===== config.mk =====
export PLATFORM = sky130hd
export DESIGN_NAME = reg_access_bridge
export DESIGN_NICKNAME = d
export VERILOG_FILES = /design/src/rtl/reg_access_bridge.sv
export SDC_FILE = /design/constraint.sdc
export NUM_CORES = 1
export LEC_CHECK = 0
export CAP_MARGIN = 10
export CORE_UTILIZATION = 30
export CTS_CLUSTER_DIAMETER = 150
export DETAILED_ROUTE_END_ITERATION = 10
export REMOVE_ABC_BUFFERS = 1
export SLEW_MARGIN = 20
export SYNTH_ARGS = -nofsm -noshare
export SYNTH_HDL_FRONTEND = slang
export SYNTH_SLANG_ARGS = --single-unit

===== constraint.sdc =====
create_clock -name clk -period 2.4 [get_ports clk]
set_clock_uncertainty 0.15 [all_clocks]
set_input_delay 0.36 -clock clk [delete_from_list [all_inputs] [get_ports clk]]
set_output_delay 0.36 -clock clk [all_outputs]
set_load 0.01 [all_outputs]

===== src/rtl/reg_access_bridge.sv =====
// -----------------------------------------------------------------------------
// reg_access_bridge
//
// Converts a valid/ready request/response handshake into single-cycle
// accesses on a simple downstream register port. The downstream port has a
// write strobe, an address and write data. Read data returns one cycle after
// the address is presented with reg_write low.
//
// Transaction flow (one request in flight at a time):
//   IDLE    -> WRITE   -> RESP                (write, response 2 cycles after accept)
//   IDLE    -> READ    -> CAPTURE -> RESP     (read,  response 3 cycles after accept)
//   IDLE    -> RESP                           (address error, see below)
//   RESP    -> IDLE    once rsp_ready is seen
//
// Optional feature (macro REG_BRIDGE_ADDR_CHECK_EN):
//   When the macro is defined, a request with req_addr >= NUM_REGS gets a
//   response with rsp_err=1 and rsp_rdata=0. That request causes no
//   downstream access.
//   When the macro is undefined, rsp_err is always 0 and every address is
//   forwarded downstream.
//
// Parameters:
//   ADDR_W   - request / register address width
//   DATA_W   - write / read data width
//   NUM_REGS - number of implemented downstream registers (0..NUM_REGS-1)
//
// Ports:
//   clk        in   rising-edge clock
//   rst        in   synchronous active-high reset
//   req_valid  in   upstream request present
//   req_ready  out  bridge accepts a request this cycle (IDLE only)
//   req_write  in   1 = write, 0 = read
//   req_addr   in   target register address
//   req_wdata  in   write data
//   rsp_valid  out  response present
//   rsp_ready  in   upstream takes the response
//   rsp_rdata  out  read data (0 for writes and address errors)
//   rsp_err    out  address error flag
//   reg_write  out  downstream write strobe (0 = downstream read)
//   reg_addr   out  downstream register address
//   reg_wdata  out  downstream write data
//   reg_rdata  in   downstream read data, one cycle after the address
//   txn_count  out  completed responses, saturating at 16'hFFFF
// -----------------------------------------------------------------------------
module reg_access_bridge #(
    parameter int ADDR_W   = 8,
    parameter int DATA_W   = 32,
    parameter int NUM_REGS = 4
) (
    input  logic              clk,
    input  logic              rst,
    input  logic              req_valid,
    output logic              req_ready,
    input  logic              req_write,
    input  logic [ADDR_W-1:0] req_addr,
    input  logic [DATA_W-1:0] req_wdata,
    output logic              rsp_valid,
    input  logic              rsp_ready,
    output logic [DATA_W-1:0] rsp_rdata,
    output logic              rsp_err,
    output logic              reg_write,
    output logic [ADDR_W-1:0] reg_addr,
    output logic [DATA_W-1:0] reg_wdata,
    input  logic [DATA_W-1:0] reg_rdata,
    output logic [15:0]       txn_count
);

    typedef enum logic [2:0] {
        ST_IDLE    = 3'd0,
        ST_WRITE   = 3'd1,
        ST_READ    = 3'd2,
        ST_CAPTURE = 3'd3,
        ST_RESP    = 3'd4
    } state_t;

    // Saturating increment for the completed-response counter.
    function automatic logic [15:0] sat_inc16(input logic [15:0] value);
        logic [15:0] result;
        if (value == 16'hFFFF) begin
            result = value;
        end else begin
            result = value + 16'd1;
        end
        return result;
    endfunction

`ifdef REG_BRIDGE_ADDR_CHECK_EN
    // NUM_REGS is held one bit wider than the address so that a register
    // count of exactly 2**ADDR_W still compares correctly.
    localparam logic [ADDR_W:0] NUM_REGS_W = NUM_REGS[ADDR_W:0];

    // True when an address lies outside the implemented register range.
    function automatic logic addr_out_of_range(input logic [ADDR_W-1:0] addr);
        return ({1'b0, addr} >= NUM_REGS_W);
    endfunction
`endif

    state_t            state_r;
    state_t            state_nxt_s;
    logic              accept_s;
    logic              addr_err_s;
    logic              rsp_done_s;

    logic              rsp_valid_r;
    logic [DATA_W-1:0] rsp_rdata_r;
    logic              rsp_err_r;
    logic              reg_write_r;
    logic [ADDR_W-1:0] reg_addr_r;
    logic [DATA_W-1:0] reg_wdata_r;
    logic [15:0]       txn_count_r;
    logic [15:0]       txn_count_nxt_s;

    // Ready is gated by rst so that it reads 0 for the whole time reset is
    // held. It reads 1 in the first cycle after rst drops, because the reset
    // edges have already parked the FSM in IDLE.
    assign req_ready  = (state_r == ST_IDLE) && !rst;
    assign accept_s   = req_valid && req_ready;
    assign rsp_done_s = rsp_valid_r && rsp_ready;

`ifdef REG_BRIDGE_ADDR_CHECK_EN
    assign addr_err_s = addr_out_of_range(req_addr);
`else
    assign addr_err_s = 1'b0;
`endif

    // Next-state logic for the transaction FSM.
    always_comb begin
        state_nxt_s = state_r;
        case (state_r)
            ST_IDLE: begin
                if (accept_s) begin
                    if (addr_err_s) begin
                        state_nxt_s = ST_RESP;
                    end else if (req_write) begin
                        state_nxt_s = ST_WRITE;
                    end else begin
                        state_nxt_s = ST_READ;
                    end
                end else begin
                    state_nxt_s = ST_IDLE;
                end
            end
            ST_WRITE:   state_nxt_s = ST_RESP;
            ST_READ:    state_nxt_s = ST_CAPTURE;
            ST_CAPTURE: state_nxt_s = ST_RESP;
            ST_RESP: begin
                if (rsp_ready) begin
                    state_nxt_s = ST_IDLE;
                end else begin
                    state_nxt_s = ST_RESP;
                end
            end
            default:    state_nxt_s = ST_IDLE;
        endcase
    end

    // FSM state register.
    always_ff @(posedge clk) begin
        if (rst) begin
            state_r <= ST_IDLE;
        end else begin
            state_r <= state_nxt_s;
        end
    end

    // Completed-response counter next value (holds at all-ones).
    always_comb begin
        txn_count_nxt_s = txn_count_r;
        if (rsp_done_s) begin
            txn_count_nxt_s = sat_inc16(txn_count_r);
        end else begin
            txn_count_nxt_s = txn_count_r;
        end
    end

    // Registered outputs: downstream port, response payload and counter.
    always_ff @(posedge clk) begin
        if (rst) begin
            rsp_valid_r <= 1'b0;
            rsp_rdata_r <= {DATA_W{1'b0}};
            rsp_err_r   <= 1'b0;
            reg_write_r <= 1'b0;
            reg_addr_r  <= {ADDR_W{1'b0}};
            reg_wdata_r <= {DATA_W{1'b0}};
            txn_count_r <= 16'd0;
        end else begin
            // These flags follow the next state, so each one is high exactly
            // while the FSM sits in WRITE or in RESP.
            rsp_valid_r <= (state_nxt_s == ST_RESP);
            reg_write_r <= (state_nxt_s == ST_WRITE);
            txn_count_r <= txn_count_nxt_s;

            // The downstream address and data change only when a forwarded
            // request is accepted. They hold in every other cycle, and a
            // rejected (out-of-range) request leaves them unchanged.
            if (accept_s && !addr_err_s) begin
                reg_addr_r  <= req_addr;
                reg_wdata_r <= req_wdata;
            end else begin
                reg_addr_r  <= reg_addr_r;
                reg_wdata_r <= reg_wdata_r;
            end

            // Response data is cleared at accept, which covers writes and
            // address errors. Reads then overwrite it at the end of CAPTURE,
            // when downstream data is valid.
            if (accept_s) begin
                rsp_rdata_r <= {DATA_W{1'b0}};
                rsp_err_r   <= addr_err_s;
            end else if (state_r == ST_CAPTURE) begin
                rsp_rdata_r <= reg_rdata;
                rsp_err_r   <= rsp_err_r;
            end else begin
                rsp_rdata_r <= rsp_rdata_r;
                rsp_err_r   <= rsp_err_r;
            end
        end
    end

    assign rsp_valid = rsp_valid_r;
    assign rsp_rdata = rsp_rdata_r;
`ifdef REG_BRIDGE_ADDR_CHECK_EN
    assign rsp_err   = rsp_err_r;
`else
    assign rsp_err   = 1'b0;
`endif
    assign reg_write = reg_write_r;
    assign reg_addr  = reg_addr_r;
    assign reg_wdata = reg_wdata_r;
    assign txn_count = txn_count_r;

endmodule

==> impl_metrics.tcl <==
set metrics [dict create \
    ant_nets 0 \
    cp-start-kind "flop" \
    fin_nets 660 \
    power.switching_uw 773 \
    critPathArrivalTime_ns 1.73 \
    yosys_warnings 0 \
    track_usage_pct 16.1 \
    drt_first_pass_iters 4 \
    cts_resized 0 \
    p_per_area_nw_per_um2 607 \
    numPortBuffers 167 \
    avgSynthCellArea_sq_um 8.07 \
    async_flop_share_pct 0 \
    drc_errors 0 \
    gp_congestion 0.845 \
    ys_seq_area_share_pct 54.0 \
    grt_pass1_wl_mm 15.0 \
    rsz0062_at_grt "no" \
    grt_max_degree 62 \
    syn_area_sq_um 3450 \
    row_count 38 \
    setup_ws_ns 0.161 \
    initial_utilization_pct 31.3 \
    cts_setup_buffers 0 \
    worst_slew_pin_slew_ns 0.643 \
    status "finished clean" \
    finalPower_mw 3.34 \
    finalCritPeriodShare_pct 93.3 \
    whs_endpoint "reg_wdata[2]" \
    final_cell_mix "clkdlybuf4s50_1 (166), nand2_1 (152), dfxtp_1 (93), a21oi_1 (79), nor2_1 (16)" \
    max_freq_mhz 447 \
    multi_input_area_sq_um 1460 \
    ir_worst_vdd_mv 0.273 \
    vias 3367 \
    pre_cts_ws_ns 0.196 \
    endpoint_kind "output pin" \
    grt_antenna_before_repair 0 \
    drv_slew 0 \
    tns_ns 0 \
    post_synth_num_cell_types 33 \
    fin_util_pct 49.9 \
    numCtsBuffers 9 \
    min_period_ns 2.24 \
    fp.dieW_um 109 \
    dp_cells 711 \
    wl_per_cell_um 13.4 \
    clock-sinks 93 \
    drtIter0Drc 171 \
    whs_path_depth 2 \
    wl_mm 9.77 \
    htreeDepth 3 \
    hold_path_class "reg -> reg" \
    hold_start "reg_wdata[2]" \
    cp_data_required_time_ns 1.89 \
    ys_ff_latch 93 \
    finalNonFillerCells 727 \
    dpl-instance-area_sq_um 5220 \
    p_seq_share_pct 48.3 \
    whs_ns 0.300 \
    nFillCells 1082 \
    seq_area_sq_um 1860 \
    synth_edf_count 0 \
    grt_overflow 0 \
    r2r_slack_ns 0.23 \
    cts_hold_buf 0 \
    clock_power_share_pct 40.2 \
    power_frac_comb_pct 11.5 \
    die_height_um 109 \
    ioPinCount 169 \
    hold_violations 0 \
    maxCapViolations 0 \
    worstReg2RegStart "txn_count[0]" \
    p_int_mw 2.57 \
    clk_latency_ns 0.33 \
    grt_pass1_vias 3110 \
    synthFlopType "dfxtp_1" \
    max-slew-margin-rel_pct 57.2 \
    worst_r2r_endpoint "txn_count[1]" \
    clk_pin_slew_ns 0.06 \
    area_growth_pct 59.6 \
    crit_type "reg -> out" \
    synthCells 427 \
    insertedDiodeCount 0 \
    cts.path.max_buffers 2 \
    dp_hpwl_mm 6.85 \
    yosysTopAreaCellShare_pct 54.0 \
    layout_commonest_cell "clkdlybuf4s50_1" \
    swShare_pct 23.1 \
    synth_top_area_cell "dfxtp_1" \
    routed_via_density 4.63 \
    drive_gt1_share_pct 4.94 \
    coreArea_sq_um 11000 \
    dieArea_sq_um 11900 \
    leakagePower_nw 1.89 \
    finalSetupViolCount 0 \
    root_buffer "clkbuf_16" \
    final_area_sq_um 5500 \
    crit_fanout 5 \
    ff2ff_path_depth 6 \
    cts_tree "yes" \
    synth.area.top_cells "dfxtp_1 (54%), nand2_1 (17%), a21oi_1 (11%), clkbuf_1 (2.1%), nor2_1 (1.9%)" \
]
-- cells in the mapped netlist (2+ instances only) --
cell and number:
a21oi_1 79, nor4_1 2, xnor2_1 5, or4_1 3
nor3_1 4, nand3_1 8, nand4_2 2, nand2_1 152
xor2_1 6, dfxtp_1 93, nor2_1 17, buf_2 7
and4_1 2, nand2b_1 2, nand4_1 4, inv_1 2
and3_1 2, o31ai_1 3, clkbuf_1 19, or2_1 2
-- kinds of logic (layout without fill, tap and decap cells) --
kind of cell | count (synthesis) | after routing | share of synthesized area, %
other | 1 | 1 | 0.109
AND/OR/NAND/NOR | 207 | 207 | 26.3
multiplexers | 1 | 1 | 0.290
buffers and inverters | 30 | 190 | 3.85
flip-flops | 93 | 93 | 54.0
XOR/XNOR | 11 | 11 | 2.79
AO/OA/AOI/OAI | 83 | 83 | 12.3
adder cells (fa/ha/maj) | 1 | 1 | 0.363
-- flip-flops by register name (all words and copies together), names as in the netlist --
name       flops
rsp_valid      1
state_r        3
reg_write      1
txn_count     16
reg_wdata     32
rsp_rdata     32
reg_addr       8
-- cell type report --
type,count,share of cell area (%)
multi-input cells,304,26.4
flip-flops and latches,93,33.8
clock inverters,5,0.614
repair buffers,172,31.2
well taps,140,3.18
inverters,2,0.136
clock buffers,11,4.59
-- routing by layer --
| layer | vias up | GRT usage [%] | wire (um) |
|---|---|---|---|
| met3 | 16 | 3.41 | 585 |
| li1 | 1710 | - | - |
| met1 | 1549 | 19.4 | 4200 |
| met4 | 0 | 8.10 | 212 |
| met5 | - | 0 | 0 |
| met2 | 92 | 27.1 | 4770 |
-- power by group through the flow --
stage,combinational [mW],sequential [mW],clock [mW]
2_1_floorplan,0.0960,1.67,0
3_3_place_gp,0.387,1.65,0
3_5_place_dp,0.388,1.65,0
4_1_cts,0.390,1.62,1.40
5_1_grt,0.419,1.62,1.45
6_report,0.384,1.62,1.34
-- critical path: stages (launching register included) --
cell             delay, ns
dfxtp_1               0.36
nor4_2                0.40
clkdlybuf4s50_1       0.64
-- worst max path at each step --
stage / end / start / depth (start not counted)
6_report: req_ready / state_r[1] / 2
5_1_grt: txn_count[1] / txn_count[0] / 6
4_1_cts: req_ready / state_r[1] / 2
3_5_place_dp: txn_count[8] / rsp_ready / 5
3_3_place_gp: txn_count[7] / rsp_ready / 5
2_1_floorplan: rsp_rdata[0] / state_r[1] / 4
(Power assumes the default switching activity.)
